## src/rtl/serial_arith_pkg.sv

```systemverilog
// Shared definitions for the bit-serial arithmetic blocks.
// This package holds the state encoding and the default operand width.
package serial_arith_pkg;
  localparam logic [1:0] ST_IDLE = 2'd0;
  localparam logic [1:0] ST_RUN  = 2'd1;
  localparam logic [1:0] ST_DONE = 2'd2;
  localparam int         W_DEF   = 8;

  typedef enum logic [1:0] {
    S_IDLE = ST_IDLE,
    S_RUN  = ST_RUN,
    S_DONE = ST_DONE
  } state_e;
endpackage

```

## src/rtl/halfadder_strl.sv

```systemverilog
// Structural 1-bit half adder.
module halfadder_strl (
  input  logic a,
  input  logic b,
  output logic s,
  output logic c
);
  assign s = a ^ b;
  assign c = a & b;
endmodule

```

## src/rtl/serial_adder_ctrl_fa.sv

```systemverilog
// 1-bit full adder built from two half adders and an OR of their carries.
module fa_slice_ha (
  input  logic a,
  input  logic b,
  input  logic cin,
  output logic sum,
  output logic cout
);
  logic s0, c0, c1;

  halfadder_strl u_ha0 (.a(a),  .b(b),   .s(s0),  .c(c0));
  halfadder_strl u_ha1 (.a(s0), .b(cin), .s(sum), .c(c1));

  assign cout = c0 | c1;
endmodule

```

## src/rtl/serial_adder_ctrl.sv

```systemverilog
// Bit-serial W-bit adder: one full-adder slice reused LSB-first across W cycles,
// with valid/ready handshakes on both the operand side and the result side.
module serial_adder_ctrl
  import serial_arith_pkg::*;
#(
  parameter int W = W_DEF
) (
  input  logic         clk,
  input  logic         rst_n,
  input  logic         in_valid,
  output logic         in_ready,
  input  logic [W-1:0] a_in,
  input  logic [W-1:0] b_in,
  input  logic         cin_in,
  output logic         out_valid,
  input  logic         out_ready,
  output logic [W:0]   sum_out,
  output logic         busy
);
  localparam int              CW       = $clog2(W);
  localparam logic [CW-1:0]   CNT_LAST = CW'(W - 1);

  state_e        state_q, state_d;
  logic [CW-1:0] cnt_q, cnt_d;
  logic [W-1:0]  a_sh_q, a_sh_d;
  logic [W-1:0]  b_sh_q, b_sh_d;
  logic [W-1:0]  res_sh_q, res_sh_d;
  logic          carry_q, carry_d;
  logic [W:0]    sum_q, sum_d;
  logic          fa_sum, fa_cout;

  fa_slice_ha u_fa (
    .a   (a_sh_q[0]),
    .b   (b_sh_q[0]),
    .cin (carry_q),
    .sum (fa_sum),
    .cout(fa_cout)
  );

  always_comb begin
    state_d  = state_q;
    cnt_d    = cnt_q;
    a_sh_d   = a_sh_q;
    b_sh_d   = b_sh_q;
    res_sh_d = res_sh_q;
    carry_d  = carry_q;
    sum_d    = sum_q;
    case (state_q)
      S_IDLE: begin
        if (in_valid) begin
          a_sh_d  = a_in;
          b_sh_d  = b_in;
          carry_d = cin_in;
          cnt_d   = '0;
          state_d = S_RUN;
        end
      end
      S_RUN: begin
        a_sh_d   = a_sh_q >> 1;
        b_sh_d   = b_sh_q >> 1;
        carry_d  = fa_cout;
        res_sh_d = {fa_sum, res_sh_q[W-1:1]};
        // Hold cnt on the last bit so it never wraps when W is a power of two.
        if (cnt_q == CNT_LAST) begin
          sum_d   = {fa_cout, res_sh_d};
          state_d = S_DONE;
        end else begin
          cnt_d = cnt_q + 1'b1;
        end
      end
      S_DONE: begin
        if (out_ready) state_d = S_IDLE;
      end
      default: state_d = S_IDLE;
    endcase
  end

  always_ff @(posedge clk or negedge rst_n) begin
    if (!rst_n) begin
      state_q  <= S_IDLE;
      cnt_q    <= '0;
      a_sh_q   <= '0;
      b_sh_q   <= '0;
      res_sh_q <= '0;
      carry_q  <= 1'b0;
      sum_q    <= '0;
    end else begin
      state_q  <= state_d;
      cnt_q    <= cnt_d;
      a_sh_q   <= a_sh_d;
      b_sh_q   <= b_sh_d;
      res_sh_q <= res_sh_d;
      carry_q  <= carry_d;
      sum_q    <= sum_d;
    end
  end

  assign in_ready  = (state_q == S_IDLE);
  assign out_valid = (state_q == S_DONE);
  assign busy      = (state_q == S_RUN) || (state_q == S_DONE);
  assign sum_out   = sum_q;
endmodule
```

## config.mk

```make
export PLATFORM = sky130hd
export DESIGN_NAME = serial_adder_ctrl
export DESIGN_NICKNAME = d
export VERILOG_FILES = /design/src/rtl/serial_arith_pkg.sv /design/src/rtl/halfadder_strl.sv /design/src/rtl/serial_adder_ctrl_fa.sv /design/src/rtl/serial_adder_ctrl.sv
export SDC_FILE = /design/constraint.sdc
export NUM_CORES = 1
export LEC_CHECK = 0
export BUFFER_PORTS_ARGS = -buffer_cell sky130_fd_sc_hd__buf_4
export CAP_MARGIN = 20
export CORE_AREA = 2 2 60 62
export DETAILED_ROUTE_END_ITERATION = 6
export DIE_AREA = 0 0 62 64
export GPL_ROUTABILITY_DRIVEN = 1
export PLACE_DENSITY = 0.8
export SLEW_MARGIN = 40
export SYNTH_ARGS = -nofsm -noshare
export SYNTH_HDL_FRONTEND = slang
export SYNTH_HIERARCHICAL = 1
export SYNTH_SLANG_ARGS = --single-unit
```

## constraint.sdc

```tcl
create_clock -name clk -period 4.31 [get_ports clk]
set_clock_uncertainty 0.1 [all_clocks]
set_input_delay 0.862 -clock clk [delete_from_list [all_inputs] [get_ports clk]]
set_output_delay 0.862 -clock clk [all_outputs]
set_load 0.02 [all_outputs]
```

## After elaboration in Yosys (flattened, before gate mapping)

Cells that the tools add are included.

- Register bits: 39
- Input bits: 21
- Output and inout bits: 12
- Word-level logic and storage cells: 40

- Add/sub/neg operators: 1
- Equality and inequality tests: 7
- Muxes and demuxes: 13
- Bitwise gates (word level): 5
- Reduce and logical (&&, ||, !) cells: 7

Operators with widths:

| cell | number |
|---|---|
| $pmux W8 S2 | 2 |
| $mux W8 | 2 |
| $mux W2 | 3 |
| $mux W3 | 2 |
| $ne A2 B2 Y1 const B | 3 |
| $pmux W2 S3 | 1 |
| $pmux W3 S2 | 1 |
| $reduce_and A3 Y1 | 2 |
| $reduce_and A2 Y1 | 2 |
| $add A3 B1 Y3 const B | 1 |
| $eq A3 B3 Y1 const B | 1 |
| $and A1 B1 Y1 | 2 |
| $eq A2 B1 Y1 const B | 1 |
| $eq A2 B2 Y1 const B | 1 |
| $logic_not A2 Y1 | 1 |
| $ne A2 B1 Y1 const B | 1 |
| $pmux W1 S2 | 1 |
| $reduce_bool A2 Y1 | 1 |
| $xor A1 B1 Y1 | 2 |
| $logic_or A1 B1 Y1 | 1 |
| $mux W1 | 1 |
| $or A1 B1 Y1 | 1 |

## Longest topological paths before layout

- Word-level depth: 4
- Depth in mapped cells: 6
- Depth with buffers taken out: 5

## Cells and area by module

Netlist, hierarchy kept.

By module, submodules not included:

| module | times used | cells each | area an instance (µm²) | seq. area each (µm²) |
|---|---|---|---|---|
| serial_adder_ctrl | 1 | 140 | 1,858.0 | 950.9 |
| halfadder_strl | 2 | 1 | 12.5 | 0.0 |
| fa_slice_ha | 1 | 1 | 6.3 | 0.0 |

## Worst setup path before layout

No wires, ideal clock.

- Path type: in2reg
- Start: input port in_valid
- End: register state_q[0]
- Setup time: 125 ps
- Data arrival time: 1,577 ps
- Required time: 4,085 ps
- Setup slack: 2,508 ps
- Stages on the path: 3
- Path buffers: 0
- Cells stage by stage: and2b_4 -> a221oi_4 -> mux2_4

- Word-level cells in the longest chain between the ends: 2

Ends and longest elaborated chain:

| item | RTL line | source |
|---|---|---|
| from (decl) | serial_adder_ctrl.sv:10 | `input logic in_valid,` |
| $ne A2 B2 Y1 (no line) | -- |  |
| $reduce_and A3 Y1 (no line) | -- |  |
| to (signal assigned) | serial_adder_ctrl.sv:88 | `state_q <= state_d;` |
| to (decl) | serial_adder_ctrl.sv:23 | `state_e state_q, state_d;` |

Every way passes these cells.
A chain may end at the register's enable or synchronous reset.

## Final worst setup path

- Start: register state_q[1]
- End: output port in_ready

- Word-level cells in the longest chain between the ends: 1

Ends and longest elaborated chain:

| item | RTL line | source |
|---|---|---|
| $logic_not A2 Y1 | serial_adder_ctrl.sv:98 | `assign in_ready = (state_q == S_IDLE);` |
| to (decl) | serial_adder_ctrl.sv:11 | `output logic in_ready,` |

Every way passes these cells.

==> impl_results.md <==
- Status: complete, no violations
- Worst path buffer plus inverter count: 2
- WP data arrival: between 1 and 1.5 ns
- Post-CTS setup buffer count: 0
- Max-cap violations: 0
- Synth warnings: 6
- Pwr dens: roughly 720 mW/mm^2
- Largest area contributor in the netlist: dfrtp_1
- RSZ-0062 raised after global routing: false
- Max FO, Critical Path: 4
- Clk sinks: 38
- I/O pins: 33
- Post-Synthesis Cells: between 100 and 150
- IO Port Bufs: 32
- Number of synthesized register bits: 38
- Routed wire length: approximately 3000 um
- Leakage: 1.087 nW
- Clock-pin slew on the worst setup and hold paths: about 0.1 ns
- Fill count: about 260
- WP data required: approximately 3.4 ns
- Vias: between 1,000 and 1,500
- # DRC: 0
- Hold WC Path Type: in -> async
- Synth Area per Inst: 13.21 um^2
- Tmin final: ~2.3 ns
- Core Area: about 0.0033 mm^2
- Slew Limit Fails: 0
- Fin Hold WS: 0.3686 ns
- CTS tree: yes
- Die X: roughly 62 um
- Avg WL per Cell: 13.60 um
- Share of the synthesized area in the top cell type: between 50% and 60%
- Synthesized area: roughly 0.0019 mm^2
- Final net count: 205
- Critical path class: reg -> out
- Setup_tns: 0 ns
- # setup viols final: 0
- CP peak stage delay: between 0.4 and 0.5 ns
- Post-synth EDFFs: 0
- Die area: slightly below 0.004 mm^2
- Hold buffers post-CTS: 0
- CP Capture Type: primary output
- DP Cell Count: about 220
- Worst vdd ir: ~400 uV
- Worst-path cell chain: inv_1, ha_1, buf_4
- # resized after CTS: 0
- Crit-path slowest cell: dfrtp_1
- Pre-CTS setup slack: approximately 2.1 ns
- H-tree depth: 2
- Area of the multi-input gates: approximately 850 um^2
- Mapped Nets: ~170
- Final hold vios: 0
- Final WS setup: 1.979 ns
- GP Congestion: ~0.73
- Vias in the first global route: between 1,000 and 1,500
- Wire length of the first global-routing pass: ~5000 um
- Height of the die: around 64 um
- DR vias/cell: slightly above 5
- TritonCTS Buffers: 5
- GRT Overall Usage: between 10% and 20%
- Tightest Pin Transition: roughly 0.54 ns
- Crit start category: register
- Cell Count, Final, Fillers Out: between 200 and 250
- Root buffer cell: clkbuf_4
- Worst-Skew Late Latency: ~0.33 ns
- Reg area: about 950 um^2
- N_diodes: 0
- DP HPWL: around 2200 um
- Clock buffer depth: 2
- Initial DRT Pass Iterations: 4
- Most frequent cells after synthesis: 38 x dfrtp_1, 20 x nand2_1, 15 x mux2i_1
- Seq/Total Area, Yosys: slightly above 50%
- Synth area leaders: dfrtp_1 50%, mux2_4 8.7%, mux2i_1 7.9%, ha_1 5.3%, mux2_2 4.2%
- Tcrit/Tclk final: 54.07%
- Post-route ant nets: 0
- Most common cell in the netlist: dfrtp_1
- Main flop type after synthesis: dfrtp_1
- Overflow after GRT: 0
- Post-synth ARST share: between 90% and 100%
- Largest net degree at the start of global routing: 39
- Rel. slew slack: approximately 63%
- Core Rows: 21
- Dominant delay contributor by cell family on the critical path: flip-flops
- Initial antenna violation count: 0
- FMAX: roughly 430 MHz
- Fraction of layout cells with a size suffix above 1: roughly 41%
- Distinct cells, synth: 22
- P&R area growth vs syn: 16.69%
- Drt first-iter violations: 39
- Starting Density: between 50% and 60%
-- path summary, 6_finish.rpt --
| check | startpoint | slack (ns) | to | depth (start not counted) |
|---|---|---|---|---|
| worst max register to register | state_q[1]$_DFFE_PN0P_ | 2.32 | a_sh_q[1]$_DFFE_PN0P_ | 6 |
| worst max-delay path | state_q[1]$_DFFE_PN0P_ | 1.98 | in_ready | 3 |
| worst min register to register | b_sh_q[1]$_DFFE_PN0P_ | 0.40 | b_sh_q[1]$_DFFE_PN0P_ | 2 |
| worst min-delay path | rst_n | 0.37 | sum_out[1]$_DFFE_PN0P_ | 1 |
| min in group clk | b_sh_q[1]$_DFFE_PN0P_ | 0.40 | b_sh_q[1]$_DFFE_PN0P_ | 2 |
| max in group asynchronous | rst_n | 3.42 | a_sh_q[2]$_DFFE_PN0P_ | 1 |
-- layout make-up --
class                           count  area share (%)
Clock buffer                        8           3.575
Tap cell                           46           2.611
Inverter                            4          0.6810
Multi-Input combinational cell     94           38.42
Sequential cell                    38           43.13
Timing Repair Buffer               33           11.58
-- placed cells by master (no fill, tap or decap), types with 3 or more instances in the layout --
master / count
mux2i_1: 15
clkbuf_8: 3
nand2_1: 20
mux2_4: 11
inv_1: 3
nand2b_1: 4
buf_4: 32
mux2_2: 7
ha_1: 7
o21ai_0: 5
a22o_1: 3
dfrtp_1: 38
clkbuf_4: 5
o21ai_2: 6
o21ai_1: 9
-- per-layer routing --
| layer | part of all wire [%] | GRT usage (%) | vias to the layer above |
|---|---|---|---|
| met5 | 0 | 0 | - |
| met4 | 2.6 | 7.181 | 0 |
| met2 | 51 | 29.17 | 26 |
| li1 | - | - | 555 |
| met1 | 41 | 19.97 | 552 |
| met3 | 4.5 | 6.073 | 8 |
-- power breakdown --
| group | internal, W | switching [W] | leakage (nW) |
|---|---|---|---|
| Combinational | 0.000383 | 0.000376 | 0.558 |
| Clock | 0.000111 | 0.000109 | 0.0446 |
| Sequential | 0.000512 | 0.0000968 | 0.485 |
| Total | 0.00101 | 0.000582 | 1.09 |
-- state kept, by name, summed over array words and instances, names as in the netlist --
name / flops
sum_out: 9
carry_q: 1
res_sh_q: 7
b_sh_q: 8
a_sh_q: 8
state_q: 2
cnt_q: 3
-- per-stage QoR --
stage / area, um^2 / power [W] / util (%)
floorplan: 1889 / 0.001242 / -
global placement: 2101 / 0.001307 / 63.96
detailed placement: 2116 / 0.001371 / 64.42
CTS: 2195 / 0.001594 / 66.82
global route: 2205 / 0.001712 / 67.12
finish: 2205 / 0.001588 / 67.12
-- cells by family after synthesis --
group / count (synthesis) / synth area share [%]
compound gates: 24 / 9.272
fa+ha+maj: 8 / 5.298
buf+inv: 11 / 5.496
flops: 38 / 50.33
mux: 34 / 22.05
simple gates: 28 / 7.550
Power figures use the tool's default switching activity.
